`config.mk`:
```
export PLATFORM = sky130hd
export DESIGN_NAME = hazard_ctrl
export DESIGN_NICKNAME = d
export VERILOG_FILES = /design/src/rtl/hazard_pkg.sv /design/src/rtl/hazard_perf_cnt.sv /design/src/rtl/hazard_ctrl.sv
export SDC_FILE = /design/constraint.sdc
export NUM_CORES = 1
export LEC_CHECK = 0
export BUFFER_PORTS_ARGS = -buffer_cell sky130_fd_sc_hd__buf_2
export CAP_MARGIN = 20
export CORE_MARGIN = 1
export CORE_UTILIZATION = 44
export DETAILED_ROUTE_END_ITERATION = 10
export PLACE_DENSITY = 0.74
export SLEW_MARGIN = 0
export SYNTH_ARGS = -nofsm -noshare
export SYNTH_HDL_FRONTEND = slang
export SYNTH_SLANG_ARGS = --single-unit
```
`constraint.sdc`:
```
create_clock -name clk -period 1.87 [get_ports clk]
set_input_delay 0.0935 -clock clk [delete_from_list [all_inputs] [get_ports clk]]
set_output_delay 0.0935 -clock clk [all_outputs]
set_load 0.02 [all_outputs]
```
`src/rtl/hazard_pkg.sv`:
```
// Shared types for the issue-side hazard controller: FSM states, the control
// bundle driven onto the pipeline registers, and the load-use detect term.
package hazard_pkg;

  typedef enum logic [1:0] {
    RUN      = 2'd0,
    LOAD_USE = 2'd1,
    MDU_WAIT = 2'd2,
    MEM_WAIT = 2'd3
  } state_e;

  localparam logic [4:0] REG_X0 = 5'd0;

  typedef struct packed {
    logic pc_we;
    logic ifid_we;
    logic ifid_flush;
    logic idex_flush;
    logic hold;
  } ctrl_t;

  localparam ctrl_t CTRL_PASS     = '{pc_we: 1'b1, ifid_we: 1'b1, ifid_flush: 1'b0, idex_flush: 1'b0, hold: 1'b0};
  localparam ctrl_t CTRL_HOLD     = '{pc_we: 1'b0, ifid_we: 1'b0, ifid_flush: 1'b0, idex_flush: 1'b0, hold: 1'b1};
  localparam ctrl_t CTRL_BUBBLE   = '{pc_we: 1'b0, ifid_we: 1'b0, ifid_flush: 1'b0, idex_flush: 1'b1, hold: 1'b0};
  localparam ctrl_t CTRL_REDIRECT = '{pc_we: 1'b1, ifid_we: 1'b1, ifid_flush: 1'b1, idex_flush: 1'b1, hold: 1'b0};

  // x0 is hardwired, so a load targeting it never creates a dependency.
  function automatic logic lu_hazard(
    input logic       mem_read,
    input logic [4:0] ex_rd,
    input logic [4:0] rs1,
    input logic [4:0] rs2,
    input logic       use_rs1,
    input logic       use_rs2
  );
    return mem_read && (ex_rd != REG_X0) &&
           ((use_rs1 && (ex_rd == rs1)) || (use_rs2 && (ex_rd == rs2)));
  endfunction

endpackage

```
`src/rtl/hazard_perf_cnt.sv`:
```
// Free-running 32-bit event counters for stall cycles, IF/ID flushes and
// load-use events; wrap at 2^32, cleared by the synchronous active-low reset.
module hazard_perf_cnt (
  input  logic        clk,
  input  logic        rst,
  input  logic        pc_we_i,
  input  logic        ifid_flush_i,
  input  logic        lu_event_i,
  output logic [31:0] perf_stall_cyc_o,
  output logic [31:0] perf_flush_cnt_o,
  output logic [31:0] perf_lu_cnt_o
);

  logic [31:0] stall_q, stall_d;
  logic [31:0] flush_q, flush_d;
  logic [31:0] lu_q, lu_d;

  always_comb begin
    stall_d = stall_q + {31'd0, ~pc_we_i};
    flush_d = flush_q + {31'd0, ifid_flush_i};
    lu_d    = lu_q + {31'd0, lu_event_i};
  end

  always_ff @(posedge clk) begin
    if (!rst) begin
      stall_q <= '0;
      flush_q <= '0;
      lu_q    <= '0;
    end else begin
      stall_q <= stall_d;
      flush_q <= flush_d;
      lu_q    <= lu_d;
    end
  end

  assign perf_stall_cyc_o = stall_q;
  assign perf_flush_cnt_o = flush_q;
  assign perf_lu_cnt_o    = lu_q;

endmodule

```
`src/rtl/hazard_ctrl.sv`:
```
// Issue-side hazard control: load-use bubbles, MUL/DIV busy with timeout,
// memory wait and branch redirect. Perf counters under HAZARD_PERF_CNT_EN.
module hazard_ctrl
  import hazard_pkg::*;
#(
  parameter int MULDIV_TIMEOUT  = 64,
  parameter int LOAD_USE_CYCLES = 1
) (
  input  logic       clk,
  input  logic       rst,
  input  logic [4:0] ID_RS1,
  input  logic [4:0] ID_RS2,
  input  logic       ID_use_rs1,
  input  logic       ID_use_rs2,
  input  logic       ID_EX_MemRead,
  input  logic [4:0] ID_EX_Rd,
  input  logic       EX_branch_taken,
  input  logic       EX_muldiv_start,
  input  logic       muldiv_done,
  input  logic       IM_stall,
  input  logic       DM_stall,
  output logic       PC_Write,
  output logic       IF_ID_Write,
  output logic       IF_ID_Flush,
  output logic       ID_EX_Flush,
  output logic       Pipe_Hold,
  output logic       mdu_err
`ifdef HAZARD_PERF_CNT_EN
  ,
  output logic [31:0] perf_stall_cyc,
  output logic [31:0] perf_flush_cnt,
  output logic [31:0] perf_lu_cnt
`endif
);

  localparam int TW = $clog2(MULDIV_TIMEOUT) + 1;
  localparam logic [TW-1:0] MDU_LIMIT = TW'(MULDIV_TIMEOUT);
  localparam logic [1:0]    LU_LOAD   = 2'(LOAD_USE_CYCLES - 1);

  state_e        state_q, state_d;
  logic [TW-1:0] mdu_cnt_q, mdu_cnt_d, mdu_cnt_inc;
  logic [1:0]    lu_cnt_q, lu_cnt_d;
  logic          mdu_err_q, mdu_err_d;

  ctrl_t  run_ctrl, ctrl;
  state_e run_next;
  logic   run_lu;
  logic   take_run;
  logic   lu_event;
  logic   mem_stall;
  logic   lu_hit;

  assign mem_stall   = IM_stall || DM_stall;
  assign lu_hit      = lu_hazard(ID_EX_MemRead, ID_EX_Rd, ID_RS1, ID_RS2, ID_use_rs1, ID_use_rs2);
  assign mdu_cnt_inc = mdu_cnt_q + 1'b1;

  // Issue decision used in RUN and in every cycle that releases a wait state.
  always_comb begin
    run_ctrl = CTRL_PASS;
    run_next = RUN;
    run_lu   = 1'b0;
    if (mem_stall) begin
      run_ctrl = CTRL_HOLD;
      run_next = MEM_WAIT;
    end else if (EX_muldiv_start) begin
      run_ctrl = CTRL_HOLD;
      run_next = MDU_WAIT;
    end else if (EX_branch_taken) begin
      run_ctrl = CTRL_REDIRECT;
    end else if (lu_hit) begin
      run_ctrl = CTRL_BUBBLE;
      run_lu   = 1'b1;
      if (LOAD_USE_CYCLES > 1) begin
        run_next = LOAD_USE;
      end
    end
  end

  always_comb begin
    state_d   = state_q;
    mdu_cnt_d = mdu_cnt_q;
    lu_cnt_d  = lu_cnt_q;
    mdu_err_d = mdu_err_q;
    ctrl      = CTRL_PASS;
    take_run  = 1'b0;
    lu_event  = 1'b0;

    case (state_q)
      RUN: take_run = 1'b1;
      LOAD_USE: begin
        if (lu_cnt_q != 2'd0) begin
          ctrl     = CTRL_BUBBLE;
          lu_cnt_d = lu_cnt_q - 2'd1;
        end else begin
          take_run = 1'b1;
        end
      end
      MDU_WAIT: begin
        if (muldiv_done) begin
          take_run = 1'b1;
        end else if (mdu_cnt_inc == MDU_LIMIT) begin
          mdu_err_d = 1'b1;
          take_run  = 1'b1;
        end else begin
          ctrl      = CTRL_HOLD;
          mdu_cnt_d = mdu_cnt_inc;
        end
      end
      MEM_WAIT: begin
        if (mem_stall) begin
          ctrl = CTRL_HOLD;
        end else begin
          take_run = 1'b1;
        end
      end
      default: take_run = 1'b1;
    endcase

    if (take_run) begin
      ctrl     = run_ctrl;
      state_d  = run_next;
      lu_event = run_lu;
      if (run_next == MDU_WAIT) begin
        mdu_cnt_d = '0;
      end
      if (run_lu) begin
        lu_cnt_d = LU_LOAD;
      end
    end

    // Reset cycles present a free-running pipe regardless of inputs.
    if (!rst) begin
      ctrl     = CTRL_PASS;
      lu_event = 1'b0;
    end
  end

  always_ff @(posedge clk) begin
    if (!rst) begin
      state_q   <= RUN;
      mdu_cnt_q <= '0;
      lu_cnt_q  <= '0;
      mdu_err_q <= 1'b0;
    end else begin
      state_q   <= state_d;
      mdu_cnt_q <= mdu_cnt_d;
      lu_cnt_q  <= lu_cnt_d;
      mdu_err_q <= mdu_err_d;
    end
  end

  assign PC_Write    = ctrl.pc_we;
  assign IF_ID_Write = ctrl.ifid_we;
  assign IF_ID_Flush = ctrl.ifid_flush;
  assign ID_EX_Flush = ctrl.idex_flush;
  assign Pipe_Hold   = ctrl.hold;
  assign mdu_err     = mdu_err_q;

`ifdef HAZARD_PERF_CNT_EN
  hazard_perf_cnt u_perf (
    .clk              (clk),
    .rst              (rst),
    .pc_we_i          (ctrl.pc_we),
    .ifid_flush_i     (ctrl.ifid_flush),
    .lu_event_i       (lu_event),
    .perf_stall_cyc_o (perf_stall_cyc),
    .perf_flush_cnt_o (perf_flush_cnt),
    .perf_lu_cnt_o    (perf_lu_cnt)
  );
`else
  logic perf_unused;
  assign perf_unused = lu_event;
`endif

endmodule

```
-- Yosys cells after proc, flatten, opt, wreduce, memory -nomap -nowiden
Index checks and enable logic that the tools add are counted.
- add/subtract/negate cells: 2
- eq/ne operators: 7
- mux-type cells: 31
- bitwise logic cells: 1
- reduce and logical (&&, ||, !) cells: 10
- operators by type and width (kind ; number):
    $mux 5 ; 10
    $mux 7 ; 5
    $pmux 5 s3 ; 1
    $mux 2 ; 6
    $eq 5x5->1 ; 2
    $mux 1 ; 8
    $add 7x1->7 const B ; 1
    $eq 7x7->1 const B ; 1
    $eq 2x2->1 const B ; 3
    $reduce_bool 5->1 ; 1
    $logic_and 1x1->1 ; 4
    $pmux 1 s4 ; 1
    $reduce_and 3->1 ; 1
    $eq 2x1->1 const B ; 1
    $logic_not 2->1 ; 1
    $logic_or 1x1->1 ; 2
    $reduce_bool 2->1 ; 1
    $sub 2x1->2 const B ; 1
    $not 1->1 ; 1
- register bits after elaboration: 12
- input port bits: 25
- output and inout port bits: 6
- logic and storage cells: 55

-- Logic depth before layout (Yosys ltp)
- word-level depth: 10
- mapped depth: 8
- gate-level depth less buffers: 7

-- Worst setup path before layout
Ideal clock, no wire load.
- kind: reg-to-output
- from: reg mdu_cnt_q[0]
- to: out PC_Write
- arrival: 2.024 ns
- path slack: -0.247 ns
- cell stages (with the launch flop): 9
- buffers on the path: 1
- cell sequence: dfxtp_1 -> ha_1 -> nand2_1 -> nor4b_2 -> o211ai_4 -> a21oi_4 -> or2_4 -> a31o_1 -> buf_4
- cells in the longest elaborated chain, start to end: 7
- RTL lines (item ; RTL line ; RTL):
    from (decl) ; hazard_ctrl.sv:41 ; logic [TW-1:0] mdu_cnt_q, mdu_cnt_d, mdu_cnt_inc;
    from (signal assigned) ; hazard_ctrl.sv:146 ; mdu_cnt_q <= mdu_cnt_d;
    $add 7x1->7 * ; hazard_ctrl.sv:55 ; assign mdu_cnt_inc = mdu_cnt_q + 1'b1;
    $eq 7x7->1 * ; hazard_ctrl.sv:101 ; end else if (mdu_cnt_inc == MDU_LIMIT) begin
    $mux 1 or $mux 5 (tied branches) ; hazard_ctrl.sv:101 ;
    $mux 1 or $mux 5 (tied branches) ; hazard_ctrl.sv:99 ; if (muldiv_done) begin
    $pmux 1 s4 or $pmux 5 s3 (tied branches) ; hazard_ctrl.sv:88 ; case (state_q)
    $mux 5 * ; hazard_ctrl.sv:119 ; if (take_run) begin
    $mux 5 * ; hazard_ctrl.sv:132 ; if (!rst) begin
    to (decl) ; hazard_ctrl.sv:22 ; output logic PC_Write,
Every way passes the cells marked *; elsewhere a longest branch is shown, timed or not.

-- Final worst setup path
- from: reg mdu_cnt_q[1]
- to: out IF_ID_Flush
- cells in the longest elaborated chain, start to end: 7
- RTL lines (item ; RTL line ; RTL):
    $add 7x1->7 ; hazard_ctrl.sv:55 ;
    $eq 7x7->1 ; hazard_ctrl.sv:101 ;
    $mux 1 ; hazard_ctrl.sv:101 ;
    $mux 1 ; hazard_ctrl.sv:99 ;
    $pmux 1 s4 ; hazard_ctrl.sv:88 ;
    $mux 5 ; hazard_ctrl.sv:119 ;
    $mux 5 ; hazard_ctrl.sv:132 ;
    to (decl) ; hazard_ctrl.sv:24 ; output logic IF_ID_Flush,
No other way between the ends.

==> results.rst <==
.. list-table::
   :header-rows: 1

   * - Metric
     - Value
   * - Result of the run
     - finished, violations left
   * - Violations in the final reports
     - setup timing
   * - Power Dens Cells
     - 432 mW/mm^2
   * - Power dissipated by switching net loads
     - approximately 160 uW
   * - Crit path DAT
     - slightly below 2 ns
   * - Post-Synthesis Cell Area
     - roughly 890 um^2
   * - CTS tree
     - done
   * - Layout cells sized above 1
     - approximately 47%
   * - Global-route wire length before repair
     - approximately 3700 um
   * - Met2 global-route usage
     - approximately 45%
   * - Detailed Routing Iterations Pass 1
     - 4
   * - Area of the die
     - between 0.002 and 0.0025 mm^2
   * - Post-synthesis instance total
     - around 110
   * - CTS clock-pin slew for the worst setup and hold paths
     - about 0.07 ns
   * - Power share of the combinational group
     - approximately 26%
   * - Worst setup slack after placement
     - -0.0367 ns
   * - Part of the power in the clock network
     - approximately 28%
   * - Routed wire length
     - between 2000 and 2500 um
   * - Maximum clock path buffer count
     - 2
   * - Combined global-route utilization of all metal layers
     - between 20% and 30%
   * - Most used flip-flop cell after synthesis
     - dfxtp_1
   * - Total vias in the final route
     - 969
   * - Number of top-level pins
     - 31
   * - Number of remaining DRC errors
     - 0
   * - Synth area leaders
     - dfxtp_1 27%, xnor2_1 13%, a21oi_1 5.1%
   * - Cell-internal power
     - between 400 and 500 uW
   * - Library cells used by synthesis
     - 36
   * - Post-detailed-placement half-perimeter wirelength
     - approximately 1700 um
   * - Die Width
     - ~47 um
   * - Via count normalized by instance count
     - 5.47
   * - Final core utilization
     - a little over 70%
   * - Fraction of post-synthesis cell area in the top cell type by area
     - 27.0%
   * - Area inside the core boundary
     - about 0.0018 mm^2
   * - Most frequent cells in the layout
     - 25 x buf_2, 14 x buf_4, 13 x xnor2_1
   * - Max-slew violations
     - 0
   * - Inserted Diodes
     - 0
   * - Classification of the worst setup path
     - flop to output pin
   * - Seq/Total Area, Yosys
     - between 20% and 30%
   * - Number of inserted filler cells in the final layout
     - 145
   * - Clock tree skew after final layout
     - approximately 0.0035 ns
   * - H-Tree Level Count
     - 1
   * - Overall power of the completed layout
     - ~560 uW
   * - Max IR drop VDD
     - about 0.00032 V
   * - Initial antenna violation count
     - 0
   * - Number of buffers created by CTS
     - 3
   * - Routing layer with the top usage in global route
     - met2
   * - Non-filler instance count after layout
     - 177
   * - Reg power frac
     - 46.8%
   * - Synth Net Count
     - 132
   * - Routed len/inst
     - around 13 um
   * - Starting utilization of the core area
     - 49.4%
   * - Share of flip-flops with an asynchronous set or reset
     - 0%
   * - Post-route ant nets
     - 0
   * - Largest fanout on the critical path
     - 4
   * - Most common library cell in the layout ignoring fill and taps
     - buf_2
   * - Static leakage
     - about 0.60 nW
   * - Max-cap violation count
     - 0
   * - Fmax
     - roughly 480 MHz
   * - Crit path launch type
     - flop
   * - Net switching fraction of the power
     - about 28%
   * - Clk_lat worst skew
     - about 0.27 ns
   * - Number of port buffers
     - 30
   * - Root buf cell
     - clkbuf_4
   * - Pin count of the biggest net entering global routing
     - 13
   * - Worst Max-Slew Pin Slew
     - between 0.3 and 0.4 ns
   * - Area delta synth->final
     - 46.8%
   * - Tmin final
     - around 2.1 ns
   * - Number of placed cells counting well taps
     - roughly 170
   * - Period Utilization, post-route
     - 111%
   * - Placer congestion estimate
     - ~0.86
   * - Die extent in y
     - ~47 um
   * - Global-route met3 utilization
     - under 10%
   * - Unrepaired setup endpoints after global routing
     - yes
   * - GRT Residual Overflow
     - 0
   * - Endpoint type of the worst setup path
     - output pin
   * - Violation count after the first detailed-routing iteration
     - 23
   * - Path type of the worst min-delay path
     - input pin to flop
   * - Worst path required time
     - roughly 1.8 ns
   * - Final Hold Violating Endpoints
     - 0
   * - Fin worst setup slack
     - -0.203 ns
   * - Yosys synthesis warning count
     - 0
   * - Area leader, netlist
     - dfxtp_1
   * - Number of global-route vias before repair
     - 906
   * - Remaining max-slew budget at the tightest pin
     - approximately 77%
   * - Total number of placement rows
     - 15
   * - Total of flip-flops plus latches after synthesis
     - 12
   * - Number of flops mapped to enable cells by yosys
     - 0
   * - Global routing usage on met1
     - about a quarter
   * - Total Nets Final
     - 180
   * - Total clock sinks
     - 12
   * - Average footprint of a synthesized cell
     - around 8.4 um^2
   * - Number of failing setup endpoints in the final timing report
     - 6
==> logic make-up after synthesis <==
group | after synthesis | share of synthesized area [%]
compound gates | 26 | 23.0
xor+xnor | 13 | 12.8
fa+ha+maj | 1 | 1.40
buf+inv | 6 | 2.95
flops | 12 | 27.0
mux | 1 | 1.26
simple gates | 47 | 31.6
==> layout make-up <==
| class | count | area [um^2] | share of cell area [%] |
|---|---|---|---|
| Clock buffer | 3 | 22.5 | 1.72 |
| Inverter | 4 | 15.0 | 1.15 |
| Multi-Input combinational cell | 88 | 687 | 52.5 |
| Sequential cell | 12 | 254 | 19.4 |
| Tap cell | 25 | 31.3 | 2.39 |
| Timing Repair Buffer | 45 | 298 | 22.8 |
==> critical path, cell delays in order (launching register included) <==
cell and delay [ns]:
dfxtp_4 0.38, ha_4 0.15, nand2_4 0.07, nor4_4 0.36
o211ai_4 0.13, a21oi_4 0.15, or2_4 0.15, and4_1 0.20
buf_6 0.12
==> power groups by stage <==
stage               Combinational [mW]  Clock, mW  Sequential (mW)
floorplan                       0.0769          0            0.270
global route                     0.156      0.168            0.265
CTS                              0.141      0.156            0.264
global placement                 0.125          0            0.271
detailed placement               0.129          0            0.271
finish                           0.145      0.155            0.264
==> per-stage QoR <==
step | instance area (um^2) | TNS, ns | hold slack (ns)
after global placement | 1150 | 0 | 0.420
after global routing | 1310 | -1.80 | 0.158
after floorplan | 917 | 0 | 0.278
final | 1310 | -0.972 | 0.150
after detailed placement | 1150 | -0.0367 | 0.428
after CTS | 1280 | -0.835 | 0.145
==> sequential cells by signal, indices dropped and copies added, names as in the netlist <==
register	flops
mdu_cnt_q	7
lu_cnt_q	2
state_q	2
mdu_err	1
==> cell usage after synthesis, drive strengths merged (2+ instances only) <==
master / number
a211oi: 3
a21oi: 10
and3: 6
dfxtp: 12
inv: 4
nand2: 11
nand2b: 4
nand3: 4
nand4: 4
nor2: 9
nor3: 2
o211a: 2
o211ai: 2
o21ai: 2
o22ai: 2
xnor2: 13
==> repair_timing <==
action / CTS / global route
setup buffers: 6 / 1
hold buffers: 0 / 0
endpoints found under the setup margin: 6 / 12
resized for setup: 21 / 4
pin swaps: 10 / 4
==> routing by layer <==
metal  wire length (um)  vias to the layer above
met3                109                        2
met1                936                      447
li1                   -                      480
met4                 19                        0
met5                  0                        -
met2               1280                       40
==> path summary, 6_finish.rpt <==
path	start	to	slack, ns	depth (start not counted)
worst min register to register	lu_cnt_q[1]$_SDFF_PN0_	lu_cnt_q[1]$_SDFF_PN0_	0.45	2
worst max-delay path	mdu_cnt_q[1]$_SDFF_PN0_	IF_ID_Flush	-0.20	8
worst min-delay path	rst	lu_cnt_q[1]$_SDFF_PN0_	0.15	3
worst max register to register	mdu_cnt_q[1]$_SDFF_PN0_	mdu_cnt_q[3]$_SDFF_PN0_	0	8
(Power assumes the default switching activity.)
